**src/rtl/sme_pkg.sv**
```systemverilog
// Shared types and helpers for the masked iterative carry-less multiplier.
package sme_pkg;

   typedef enum logic [1:0] {
      SME_CLMUL  = 2'd0,
      SME_CLMULH = 2'd1,
      SME_CLMULR = 2'd2
   } sme_mode_e;

   typedef enum logic [1:0] {
      IDLE  = 2'd0,
      RUN   = 2'd1,
      DRAIN = 2'd2,
      DONE  = 2'd3
   } sme_state_e;

   // Unordered share pair (i,k), i!=k, to a dense rng slice index for d shares.
   function automatic int pair_idx(input int i, input int k, input int d);
      int lo;
      int hi;
      lo = (i < k) ? i : k;
      hi = (i < k) ? k : i;
      return lo * d - (lo * (lo + 1)) / 2 + (hi - lo - 1);
   endfunction

endpackage

```
**src/rtl/sme_dom_pp.sv**
```systemverilog
// One registered DOM partial product: D-share N-bit operand a times D-share bit b.
// Every inner and cross term is registered on its own before any XOR combination.
module sme_dom_pp
   import sme_pkg::*;
#(
   parameter int D = 3,
   parameter int N = 64
) (
   input  logic                     g_clk,
   input  logic                     g_reset,
   input  logic                     en,
   input  logic                     clr,
   input  logic [D*N-1:0]           a,
   input  logic [D-1:0]             b,
   input  logic [D*(D-1)/2*N-1:0]   rng,
   output logic [D*N-1:0]           q
);

   logic [D*D*N-1:0] term_flat;

   for (genvar i = 0; i < D; i++) begin : g_row
      for (genvar k = 0; k < D; k++) begin : g_col
         logic [N-1:0] term_d;
         logic [N-1:0] term_q;

         if (i == k) begin : g_inner
            assign term_d = a[i*N +: N] & {N{b[k]}};
         end else begin : g_cross
            // Both shares of a pair add the same slice so it cancels in the recombined value.
            assign term_d = (a[i*N +: N] & {N{b[k]}}) ^ rng[pair_idx(i, k, D)*N +: N];
         end

         always_ff @(posedge g_clk) begin
            if (g_reset || clr) begin
               term_q <= '0;
            end else if (en) begin
               term_q <= term_d;
            end
         end

         assign term_flat[(i*D+k)*N +: N] = term_q;
      end
   end

   // Terms are only combined within the same share index, after registration.
   always_comb begin
      q = '0;
      for (int i = 0; i < D; i++) begin
         for (int k = 0; k < D; k++) begin
            q[i*N +: N] = q[i*N +: N] ^ term_flat[(i*D+k)*N +: N];
         end
      end
   end

endmodule

```
**src/rtl/sme_clmul_iter.sv**
```systemverilog
// Iterative masked carry-less multiplier (clmul/clmulh/clmulr), one rs2 bit per cycle.
// Result shares appear only during the single DONE cycle; otherwise rd is forced to zero.
module sme_clmul_iter
   import sme_pkg::*;
#(
   parameter  int XLEN  = 32,
   parameter  int SMAX  = 3,
   localparam int NPAIR = SMAX * (SMAX - 1) / 2,
   localparam int RW    = NPAIR * 2 * XLEN - 1,
   localparam int SW    = SMAX * XLEN - 1
) (
   input  logic          g_clk,
   input  logic          g_reset,
   output logic          g_clk_req,
   input  logic          valid,
   output logic          ready,
   input  logic          flush,
   input  logic [1:0]    mode,
   input  logic [SW:0]   rs1,
   input  logic [SW:0]   rs2,
   input  logic [RW:0]   rng,
   output logic [SW:0]   rd
);

   localparam int CW = $clog2(XLEN);
   localparam int AW = 2 * XLEN;
   localparam logic [CW-1:0] CNT_LAST = CW'(XLEN - 1);

   sme_state_e           state;
   logic [CW-1:0]        cnt;
   logic [SW:0]          rs1_q;
   logic [SW:0]          rs2_q;
   logic [1:0]           mode_q;
   logic [SMAX*AW-1:0]   acc;
   logic [SMAX*AW-1:0]   a_shift;
   logic [SMAX*AW-1:0]   dom_q;
   logic [SMAX-1:0]      b_bit;
   logic                 accept;
   logic                 dom_en;
   logic                 dom_clr;
   logic                 acc_en;

   assign accept    = (state == IDLE) && valid && !flush;
   assign dom_en    = (state == RUN) && !flush;
   assign dom_clr   = flush || accept;
   // The DOM register only holds a real partial product from the second RUN cycle on.
   assign acc_en    = (((state == RUN) && (cnt != '0)) || (state == DRAIN)) && !flush;
   assign g_clk_req = (state != IDLE) || valid;

   for (genvar i = 0; i < SMAX; i++) begin : g_share
      logic [XLEN-1:0] b_share;
      assign b_share             = rs2_q[i*XLEN +: XLEN];
      assign b_bit[i]            = b_share[cnt];
      assign a_shift[i*AW +: AW] = AW'(rs1_q[i*XLEN +: XLEN]) << cnt;
   end

   sme_dom_pp #(
      .D (SMAX),
      .N (AW)
   ) u_dom (
      .g_clk   (g_clk),
      .g_reset (g_reset),
      .en      (dom_en),
      .clr     (dom_clr),
      .a       (a_shift),
      .b       (b_bit),
      .rng     (rng),
      .q       (dom_q)
   );

   // Control FSM; ready is registered so a flush in DONE cannot retract an observed pulse.
   always_ff @(posedge g_clk) begin
      if (g_reset) begin
         state  <= IDLE;
         cnt    <= '0;
         ready  <= 1'b0;
         rs1_q  <= '0;
         rs2_q  <= '0;
         mode_q <= '0;
         acc    <= '0;
      end else if (flush) begin
         state  <= IDLE;
         cnt    <= '0;
         ready  <= 1'b0;
         acc    <= '0;
      end else begin
         ready <= 1'b0;
         case (state)
            IDLE: begin
               if (valid) begin
                  rs1_q  <= rs1;
                  rs2_q  <= rs2;
                  mode_q <= mode;
                  acc    <= '0;
                  cnt    <= '0;
                  state  <= RUN;
               end
            end
            RUN: begin
               if (acc_en) begin
                  acc <= acc ^ dom_q;
               end
               if (cnt == CNT_LAST) begin
                  state <= DRAIN;
               end else begin
                  cnt <= cnt + 1'b1;
               end
            end
            DRAIN: begin
               acc   <= acc ^ dom_q;
               ready <= 1'b1;
               state <= DONE;
            end
            DONE: begin
               state <= IDLE;
            end
            default: begin
               state <= IDLE;
            end
         endcase
      end
   end

   always_comb begin
      rd = '0;
      if (ready) begin
         for (int i = 0; i < SMAX; i++) begin
            case (mode_q)
               SME_CLMULH: rd[i*XLEN +: XLEN] = acc[i*AW + XLEN +: XLEN];
               SME_CLMULR: rd[i*XLEN +: XLEN] = acc[i*AW + XLEN - 1 +: XLEN];
               default:    rd[i*XLEN +: XLEN] = acc[i*AW +: XLEN];
            endcase
         end
      end
   end

endmodule

```
**config.mk**
```make
export PLATFORM = sky130hd
export DESIGN_NAME = sme_clmul_iter
export DESIGN_NICKNAME = d
export VERILOG_FILES = /design/src/rtl/sme_pkg.sv /design/src/rtl/sme_dom_pp.sv /design/src/rtl/sme_clmul_iter.sv
export SDC_FILE = /design/constraint.sdc
export NUM_CORES = 2
export LEC_CHECK = 0
export CELL_PAD_IN_SITES_DETAIL_PLACEMENT = 1
export CELL_PAD_IN_SITES_GLOBAL_PLACEMENT = 2
export CORE_MARGIN = 2
export CORE_UTILIZATION = 39
export CTS_CLUSTER_SIZE = 10
export DETAILED_ROUTE_END_ITERATION = 8
export DONT_BUFFER_PORTS = 1
export GPL_TIMING_DRIVEN = 0
export PLACE_DENSITY = 0.89
export REMOVE_ABC_BUFFERS = 1
export SETUP_SLACK_MARGIN = 0.15
export SLEW_MARGIN = 20
export SYNTH_ARGS = -nofsm -noshare
export SYNTH_HDL_FRONTEND = slang
export SYNTH_SLANG_ARGS = --single-unit
```
**constraint.sdc**
```tcl
create_clock -name g_clk -period 3.9 [get_ports g_clk]
set_input_delay 0.39 -clock g_clk [delete_from_list [all_inputs] [get_ports g_clk]]
set_output_delay 0.39 -clock g_clk [all_outputs]
set_load 0.03 [all_outputs]
```
# After elaboration in Yosys (flattened, before gate mapping)
# Index checks and enable logic that the tools add are counted.
# totals
ff_bits	970
input_bits	390
# classes
addsub	1
order_cmp	1
eq_ne	10
shift	3
muxes	20
bitwise_logic	23
reduce_logical	20
# op_table
operator	n
bitwise XOR 64 bit	12
AND 64 bit	9
case mux 192 bit (3 select lines)	1
two-way mux 192 bit	2
case mux 32 bit (2 select lines)	3
<< shifter 32 x 5 -> 64 bit	3
bitwise XOR 192 bit	1
two-way mux 96 bit	1
binary-select mux 1 bit (select 5 bit)	3
two-way mux 5 bit	2
case mux 5 bit (2 select lines)	1
AND reduction 3 bit	3
case mux 2 bit (4 select lines)	1
== test 2 bit, second input constant	3
< comparator 5 x 6 -> 1 bit, second input constant	1
inequality test 2 bit, second input constant	3
adder 5 x 1 -> 5 bit, second input constant	1
== test 5 bit, second input constant	1
logical AND 1 bit	5
nonzero test 5 bit	1
== test 2 x 1 -> 1 bit, second input constant	2
logical OR 1 bit	4
two-way mux 1 bit	4
two-way mux 2 bit	2
other kinds (8)	9

# Longest topological paths before layout
# logic_depth
word_depth	6
mapped_depth	17
mapped_depth_nobuf	7

# Hierarchy
# Synthesis repeated with hierarchy kept, for this count alone.
# unflattened
hier_cells	6532
area_unflattened_um2	53413.7
# by_module_without_submodules
module	instances	cells_per_inst	area_each_um2	seq_area_each_um2
sme_dom_pp	1	3311	28302.1	11531.1
sme_clmul_iter	1	3221	25111.6	7887.6

# Least setup slack after synthesis
# Ideal clock, no wire load.
# synth_timing
path_type	register to register
startpoint	register cnt[1]
endpoint	register acc[111]
setup_ps	132
arrival_ps	3068
required_time_ps	3768
slack_ps	700
path_stages_with_launch	18
path_buffers	10
path_cell_list	dfxtp_1 buf_6 buf_12 buf_12 buf_12 buf_8 buf_4 buf_2 inv_1 ha_1 nor4b_1 o21ai_0 nand2_1 clkbuf_1 o21ai_0 clkbuf_1 buf_1 a21oi_1
# synth_between
elab_chain_len	6
# synth_rtl
element	line	source
start: declaration	sme_clmul_iter.sv:30	logic [CW-1:0] cnt;
start signal: assignment	sme_clmul_iter.sv:106	cnt <= cnt + 1'b1;
nonzero test 5 bit	sme_clmul_iter.sv:47	assign acc_en = (((state == RUN) && (cnt != '0)) || (state == DRAIN)) && !flush;
logical AND 1 bit	sme_clmul_iter.sv:47	
logical OR 1 bit	sme_clmul_iter.sv:47	
logical AND 1 bit	sme_clmul_iter.sv:47	
inequality test 2 bit (no source line)	--	
AND reduction 3 bit (no source line)	--	
end signal: assignment	sme_clmul_iter.sv:101	acc <= acc ^ dom_q;
end signal: assignment	sme_clmul_iter.sv:110	acc <= acc ^ dom_q;
end: declaration	sme_clmul_iter.sv:34	logic [SMAX*AW-1:0] acc;
# No other way between the ends.
# A chain may end at the register's enable or synchronous reset.

# Worst setup path after layout
# layout_timing
startpoint	register cnt[0]
endpoint	register acc[176]
# The elaborated chain is that of the path after synthesis.

==> flow_metrics.env <==
export IMPL_pwr_density_cell_mw_per_mm2=365
export IMPL_grt_pass1_wl_um=337000
export IMPL_dpl_worst_slack_ps=-555
export IMPL_cp_required_ps=4560
export IMPL_fin_crit_sh_pct=95.1
export IMPL_grt_max_degree=196
export IMPL_crit_type="flop to flop"
export IMPL_synth_flop_cell="dfxtp_1"
export IMPL_status="finished, final reports clean"
export IMPL_whs_ps=156
export IMPL_hold_path_class="input port to flop"
export IMPL_ys_types=78
export IMPL_cts_tree="yes"
export IMPL_r2r_start="cnt[0]$_SDFFE_PP0P_"
export IMPL_finalSetupViolCount=0
export IMPL_wl_um=230000
export IMPL_synth_area_mm2=0.0520
export IMPL_htree_num_levels=3
export IMPL_numCtsBuffers=114
export IMPL_leakagePower_nw=20.5
export IMPL_area_growth_pct=21.0
export IMPL_dp_hpwl_um=163000
export IMPL_synth_seq_area_share_pct=37.1
export IMPL_hold_viol_final=0
export IMPL_final_min_clock_period_ps=3710
export IMPL_slew_violations=0
export IMPL_start_util_pct=39.1
export IMPL_n_fill_cell=15400
export IMPL_r2r_end="acc[176]$_SDFFE_PP0P_"
export IMPL_core_area_mm2=0.133
export IMPL_synth_top_area_share_pct=37.1
export IMPL_die_w_um=369
export IMPL_yosysTopAreaCell="dfxtp_1"
export IMPL_end_kind="flop"
export IMPL_reg2reg_slack_ps=190
export IMPL_drive_gt1_share_pct=8.39
export IMPL_io_buffer_count=0
export IMPL_whs_path_depth=4
export IMPL_drc=0
export IMPL_synth_seq_cells=964
export IMPL_vias_per_cell=6.04
export IMPL_fin_worst_skew_ps=25.8
export IMPL_cts_max_path_buffers=3
export IMPL_synth_area_leaders="dfxtp_1, a21oi_1, xnor2_1"
export IMPL_ant_nets=0
export IMPL_drt_iter0_drc=4297
export IMPL_startpoint_type="flop"
export IMPL_cts_root_buffer="clkbuf_16"
export IMPL_die_h_um=369
export IMPL_cp_arrival_ps=4370
export IMPL_synth_edf_count=0
export IMPL_io_pins=488
export IMPL_cp_max_fo=77
export IMPL_antenna_found_initial=50
export IMPL_clock_sinks=964
export IMPL_setup_ws_ps=190
export IMPL_instances_no_fill=8370
export IMPL_worstHoldEndpoint="rs1_q[79]$_SDFFE_PP0P_"
export IMPL_multi_input_area_mm2=0.0307
export IMPL_maxCapViolCount=0
export IMPL_worst_pin_slew_ps=1230
export IMPL_tns_ps=0
export IMPL_clkTransAtPathRegs_ps=60
export IMPL_synth_warnings=0
export IMPL_grt_setup_unrepaired="yes"
export IMPL_fmax_ghz=0.270
export IMPL_synthArstFlopShare_pct=0
export IMPL_grt_overflow_total=0
export IMPL_regArea_mm2=0.0193
export IMPL_fp_dieArea_mm2=0.136
export IMPL_clk_latency_ps=750
export IMPL_final_nets=6900
export IMPL_min_from="flush"
export IMPL_place_congestion=0.980
export IMPL_wl_per_cell_um=27.5
export IMPL_grt_pass1_vias=51900
export IMPL_core_rowCount=134
export IMPL_fin_util_pct=47.4
export IMPL_relSlewSlack_pct=17.5
export IMPL_rr_worst_depth=11
export IMPL_dp_cells=7718
export IMPL_grtUsageTotal_pct=32.6
export IMPL_drt_pass1_iterations=6
export IMPL_dr_total_vias=50500
export IMPL_synth_cells=6359
export IMPL_avgSynthCellArea_um2=8.18
export IMPL_peakVddDrop_v=0.000321
==> cell usage in the layout, fill, tap and decap left out, types with 43 or more instances in the layout <==
cell type and count:
nand3_1 81, dfxtp_1 958, clkbuf_16 117, nor3_1 84, xor2_1 308, and2_1 121
mux4_2 105, mux2i_1 125, a22oi_1 121, mux2_2 66, buf_12 43, buf_16 68
a211oi_1 92, dlygate4sd3_1 418, xnor2_1 433, a21oi_1 905, nand2_1 803, or3_1 227
diode_2 48, o21ai_0 616, nor2_1 438
==> synthesized netlist by cell type, drive strengths merged (14+ instances only) <==
master / count
a22o: 31
buf: 131
nand2: 809
o22ai: 37
mux2: 68
a21oi: 910
o21ai: 624
xnor2: 433
dfxtp: 964
a221oi: 14
and2: 123
clkbuf: 407
nor2: 449
a211oi: 95
nand3: 81
mux2i: 129
or3: 227
a221o: 23
nand2b: 25
xor2: 308
nor3: 85
a22oi: 129
mux4: 108
a222oi: 14
==> cell families (layout without fill, tap and decap cells) <==
group,after synthesis,after routing,synth area share (%)
muxes,305,305,8.70
other,0,48,0
xor gates and xnor gates,741,741,12.5
DFF,964,964,37.1
adders and majority gates,9,9,0.216
AOI/OAI and AO/OA,1936,1936,20.9
buffers and inverters,551,744,4.68
and+or+nand+nor,1853,1855,15.9
==> layout make-up <==
cell class	instances	share of cell area, %
antenna	48	0.191
clock buffer	159	5.06
clock inverter	10	0.223
inverter	13	0.0874
multi-input combinational	4846	48.8
sequential	964	30.7
tap	1768	3.51
timing repair buffer	562	11.5
==> stage by stage <==
step	cell area [µm²]	total power, mW
finish	63000	23.0
global route	62900	23.6
CTS	62700	22.9
detailed placement	55000	12.5
global placement	51800	12.3
floorplan	49600	11.5
==> worst max-delay path: stages, from the launching register on <==
cell and delay (ps):
dfxtp_4 530, buf_16 310, inv_4 260, ha_1 280, nor4b_1 150, o21ai_2 380
nand2_4 290, buf_16 310, buf_12 230, buf_12 210, or3_1 370, a21oi_1 160
==> flip-flops by register name, summed over array words and instances (netlist names) <==
signal	count
u_dom.g_row.g_col.term_q	570
acc	192
rs1_q	96
rs2_q	96
cnt	5
mode_q	2
state	2
ready	1
==> power breakdown <==
group | internal [mW] | switching (mW)
combinational | 1.03 | 1.66
sequential | 10.0 | 0.205
clock | 5.77 | 4.31
total | 16.8 | 6.17
==> routing by layer <==
layer | up-vias | track usage (%) | share of wire (%)
met5 | - | 0 | 0.043
met4 | 16 | 19.6 | 6.4
met3 | 614 | 7.20 | 8.2
met2 | 2098 | 52.9 | 46
met1 | 25300 | 39.4 | 39
li1 | 22500 | - | -
==> repair_timing <==
action / CTS / global route
setup endpoints to repair: 298 / 186
gates resized for setup: 24 / 15
buffers inserted: 7 / 7
pin swaps: 12 / 4
endpoints found under the hold margin: 581 / 0
cloned: 0 / 2
hold buffers: 419 / 0
==> worst max-delay path by stage <==
stage,startpoint,end,slack [ps]
floorplan,state[1]$_SDFFE_PP0P_,u_dom.g_row[2].g_col[2].term_q[36]$_SDFFE_PP0P_,-24640
global placement,cnt[1]$_SDFFE_PP0P_,acc[160]$_SDFFE_PP0P_,-52950
finish,cnt[0]$_SDFFE_PP0P_,acc[176]$_SDFFE_PP0P_,190
global route,cnt[0]$_SDFFE_PP0P_,acc[176]$_SDFFE_PP0P_,130
detailed placement,cnt[3]$_SDFFE_PP0P_,acc[108]$_SDFFE_PP0P_,-560
CTS,cnt[1]$_SDFFE_PP0P_,u_dom.g_row[2].g_col[1].term_q[44]$_SDFFE_PP0P_,100
Power figures use the tool's default switching activity.
